File: config.mk
export PLATFORM = sky130hd
export DESIGN_NAME = wptr_full
export DESIGN_NICKNAME = d
export VERILOG_FILES = /design/src/rtl/wptr_full.sv
export SDC_FILE = /design/constraint.sdc
export NUM_CORES = 1
export LEC_CHECK = 0
export ABC_AREA = 1
export BUFFER_PORTS_ARGS = -buffer_cell sky130_fd_sc_hd__buf_2
export CAP_MARGIN = 20
export CORE_MARGIN = 5
export CORE_UTILIZATION = 35
export DETAILED_ROUTE_END_ITERATION = 10
export SLEW_MARGIN = 10
export SYNTH_ARGS = -nofsm -noshare
export SYNTH_HDL_FRONTEND = slang
export SYNTH_SLANG_ARGS = --single-unit
File: constraint.sdc
create_clock -name wclk -period 2.1 [get_ports wclk]
set_input_delay 0.21 -clock wclk [delete_from_list [all_inputs] [get_ports wclk]]
set_output_delay 0.21 -clock wclk [all_outputs]
set_load 0.01 [all_outputs]
File: src/rtl/wptr_full.sv
// rtl/wptr_full.sv - async FIFO write-side pointer, full/almost-full flags, occupancy and sticky overflow
module wptr_full #(
    parameter int ASIZE        = 4,
    parameter int AFULL_THRESH = 2**ASIZE - 2
) (
    input  logic             wclk,
    input  logic             wrst,
    input  logic             wr_en,
    input  logic [ASIZE:0]   rptr_gray,
    output logic [ASIZE-1:0] wr_addr,
    output logic [ASIZE:0]   wptr,
    output logic             o_wfull,
    output logic             o_walmost_full,
    output logic [ASIZE:0]   wr_count,
    output logic             wr_overflow
);

    localparam logic [ASIZE:0] AFULL_LVL = (ASIZE+1)'(AFULL_THRESH);

    logic [ASIZE:0] wbin;
    logic [ASIZE:0] wbin_next;
    logic [ASIZE:0] wgray_next;
    logic [ASIZE:0] wq1_rptr;
    logic [ASIZE:0] wq2_rptr;
    logic [ASIZE:0] rbin;
    logic [ASIZE:0] count_next;
    logic           push;
    logic           full_next;
    logic           afull_next;

    always_comb begin
        push       = wr_en && !o_wfull;
        wbin_next  = wbin + {{ASIZE{1'b0}}, push};
        wgray_next = (wbin_next >> 1) ^ wbin_next;
    end

    // Each binary bit of the synchronized read pointer is the XOR of its Gray bits from that position up.
    always_comb begin
        rbin = '0;
        for (int i = 0; i <= ASIZE; i++) begin
            rbin[i] = ^(wq2_rptr >> i);
        end
    end

    // Full when the write pointer has lapped the (stale) read pointer by exactly one depth.
    always_comb begin
        count_next = wbin_next - rbin;
        full_next  = (wgray_next == {~wq2_rptr[ASIZE:ASIZE-1], wq2_rptr[ASIZE-2:0]});
        afull_next = (count_next >= AFULL_LVL);
    end

    always_ff @(posedge wclk) begin
        if (wrst) begin
            wbin           <= '0;
            wptr           <= '0;
            wq1_rptr       <= '0;
            wq2_rptr       <= '0;
            o_wfull        <= 1'b0;
            o_walmost_full <= 1'b0;
            wr_count       <= '0;
            wr_overflow    <= 1'b0;
        end else begin
            wbin           <= wbin_next;
            wptr           <= wgray_next;
            wq1_rptr       <= rptr_gray;
            wq2_rptr       <= wq1_rptr;
            o_wfull        <= full_next;
            o_walmost_full <= afull_next;
            wr_count       <= count_next;
            if (wr_en && o_wfull) begin
                wr_overflow <= 1'b1;
            end
        end
    end

    assign wr_addr = wbin[ASIZE-1:0];

endmodule

==> results <==
- The worst clock skew is 1.70 ps.
- The largest stage delay on the critical path is 370 ps.
- The clock net sink count is 27.
- Dividing the synthesized area by the synthesized cell count gives 7.63 um2.
- The clock reaches the later pin of the worst-skew pair after 270 ps.
- The number of placed instances, taps included, is 245.
- For this design, the slowest cell found on the critical path is fa_2.
- The largest net degree at the start of global routing is 20.
- The kind of start point of the critical path is a register.
- The H-tree depth reported by CTS is 1.
- The area overhead of the layout relative to synthesis is 25.2%.
- At the end of routability-driven placement, the weighted congestion stood at 0.822.
- The count of unique library cells instantiated by Yosys is 24.
- Clock tree synthesis selected as its root buffer the cell clkbuf_8.
- The number of endpoints failing setup at the final stage is 0.
- The via count of the first global-routing pass was 956.
- The post-layout utilization of the core is 44.5%.
- The die is 70.5 um wide.
- The share of post-route cells with drive strength above 1 is 32.2%.
- The initial antenna violation count is 0.
- The clock-pin slew on the worst setup and hold paths is 80 ps.
- Global routing used 10.3% of the available tracks.
- For this configuration, the core starts out at a cell density of 35.6%.
- Measured against its own limit, the worst slew margin works out to 76.6%.
- The number of buffers inserted during clock tree synthesis is 3.
- The flip-flop and latch count after synthesis is 27.
- Dividing the detail-routed wire length by the instance count gives 9.66 um.
- The critical register-to-register path startpoint is wq2_rptr[4]$_SDFF_PP0_.
- The overall via count from detail_route is 1067.
- The core region is 3610 um2.
- The min-delay analysis places its worst path in the category primary input to register.
- The worst-case IR drop observed on VDD is 301 uV.
- The height of the chip is 70.5 um.
- The worst register-to-register path has a setup slack of 70 ps.
- The share of Yosys cell area claimed by the top area cell type is 42.1%.
- The max-cap violation count is 0.
- At the worst endpoint, the arrival time is 2200 ps.
- The number of nets still failing antenna checks after routing is 0.
- Walking the worst path, the cells encountered are inv_2 > nand2_2 > nand2_4 > xor2_4 > xor2_1 > inv_1 > ha_4 > fa_2 > nor2_1 > nor2_1 > nand2_1 > nand3_1 > nand3_2 > nand2_1.
- Of all nets on the critical path, the largest fanout is 3.
- On the critical path the largest part of the delay comes from simple AND/OR/NAND/NOR gates.
- The filler-free cell count of the finished design is 250.
- After synthesis, flip-flops and latches occupy 42.1% of the total area.
- The die area is 4970 um2.
- The number of nets handed over by synthesis was 182.
- The setup total negative slack is 0 ps.
- After layout, the minimum clock period comes to 2030 ps.
- Yosys printed 0 warnings.
- The power density over cell area is 718 nW/um2.
- The total number of nets in the final design is 217.
- The floorplan has 22 rows.
- The number of hold-slack violations in the final timing report is 0.
- Tracing the worst setup path back leads to its startpoint at wq2_rptr[4]$_SDFF_PP0_.
- After global routing the overflow that remains totals 0.
- Setup repair after global routing could not meet its margin everywhere.
- The routed design has 2420 um of wire.
- The measured slew at the worst slew-check pin is 351 ps.
- The number of pins exceeding their max-slew limit in the final report is 0.
- Before antenna repair, the detailed router went through 4 iterations.
- The DRC marker count from the first detailed-route iteration is 33.
- The largest total area in the synthesized netlist belongs to dfxtp_1.
- After detailed routing, the number of remaining DRC violations is 0.
- The number of buffers inserted for hold repair after clock tree synthesis is 0.
- The critical path capture point type is a register.
- The critical path buffer and inverter count is 2.
- The number of filler cells placed in the layout is 374.
- The repair_antennas step left the layout with diodes totalling 0.
- The timing-limited maximum frequency is 493 MHz.
- Of the available clock period, the critical path in the final layout requires 96.6%.
- The cell count after synthesis is 168.
- The worst hold path begins at rptr_gray[4].
- The detailed-route vias per instance is 4.27.
- The critical path in this run is classified as register to register.
- The TritonCTS clock tree is built.
- In the post-synthesis netlist, the biggest area contributors are dfxtp_1, nand2_1, nor2_1.
- The detailed placement HPWL is 1940 um.
- The area taken by flip-flops and latches is 543 um2.
- 25 I/O pins were placed.
- The port buffer count is 24.
- The flow ran to the end, and the final reports show no timing, DRC or antenna violations.
- The area used by multi-input combinational logic is 657 um2.
- The required time at the endpoint of the critical path is 2270 ps.
- The mapped netlist covers 1280 um2.
- The standby leakage power is 0.871 nW.
- The maximum clock path buffer count is 2.
- The completed layout was analyzed and its total power is 1.15 mW.
- The wire length of the first global-routing pass is 4130 um.
-- path summary, 6_finish.rpt --
kind / to / depth (start not counted)
setup / recovery: o_walmost_full$_SDFF_PP0_ / 14
hold / removal: wq1_rptr[4]$_SDFF_PP0_ / 3
setup reg to reg: o_walmost_full$_SDFF_PP0_ / 14
hold reg to reg: wq2_rptr[4]$_SDFF_PP0_ / 2
-- sequential cells by signal (all words and copies together) (netlist names) --
| register | cells |
|---|---|
| wr_overflow | 1 |
| wptr | 5 |
| o_wfull | 1 |
| wq1_rptr | 5 |
| o_walmost_full | 1 |
| wq2_rptr | 5 |
| wr_count | 5 |
| wbin | 4 |
-- final cells by class --
| type | count | area share, % |
|---|---|---|
| Inverter | 28 | 6.55 |
| Clock buffer | 4 | 2.81 |
| Timing Repair Buffer | 34 | 12.2 |
| Tap cell | 48 | 3.74 |
| Multi-Input combinational cell | 109 | 40.9 |
| Sequential cell | 27 | 33.8 |
-- what timing repair did --
item	in CTS	in global routing
setup endpoints to repair	2	3
buffers inserted	0	1
gates resized for setup	3	9
pin swaps	1	6
-- routing by layer --
layer	up-vias	global-route usage (%)	part of all wire (%)
met5	-	0	0
met3	4	2.27	7.6
met4	0	4.38	1.3
li1	576	-	-
met2	30	16.3	44
met1	457	13.7	47
-- through the flow --
stage          hold WS [ps]  cell area [um2]  worst slack [ps]
3_3_place_gp            390             1510             -1.57
3_5_place_dp            392             1510             -70.5
6_report                135             1610              71.7
5_1_grt                 128             1610             -75.1
2_1_floorplan           317             1280              43.5
4_1_cts                 131             1560             0.396
-- placed cells by master, fill, tap and decap left out, types with 2 or more instances in the layout --
cell type  Yosys  routed
nand3_1       11      10
dfxtp_2        0       2
ha_1           5       2
buf_4          0      10
dfxtp_1       27      25
nand4_2        2       2
xor2_1         3       3
inv_1         23      21
nand2_1       40      39
ha_4           0       2
nand3_2        1       2
buf_2          0      24
a21oi_1        6       6
nor2_1        25      25
clkbuf_8       0       3
nand2_2        6       6
inv_2          5       7
-- cell families after synthesis --
family / count (synthesis) / synth area share (%)
AND/OR/NAND/NOR: 90 / 32.5
buffers and inverters: 32 / 9.95
flip-flops: 27 / 42.1
AO/OA/AOI/OAI: 8 / 3.51
adder cells (fa/ha/maj): 6 / 6.44
XOR/XNOR: 5 / 5.46
-- Yosys cell counts (all sizes together) --
library cell,n
nor2,26
ha,5
inv,28
xor2,5
nand3,12
buf,1
o21bai,1
a21o,1
fa,1
clkbuf,3
nand2,46
nand3b,2
dfxtp,27
nor3,1
a21oi,6
nand4,3
-- worst min-delay path: cells and delay by family --
kind,cells,cell delay [ps]
buf+inv,2,100
simple gates,1,60
-- power by group --
group	leakage, nW	internal [mW]	switching (mW)
clock network	0.0228	0.136	0.151
logic	0.625	0.134	0.160
registers	0.223	0.555	0.0162
(Power assumes the default switching activity.)
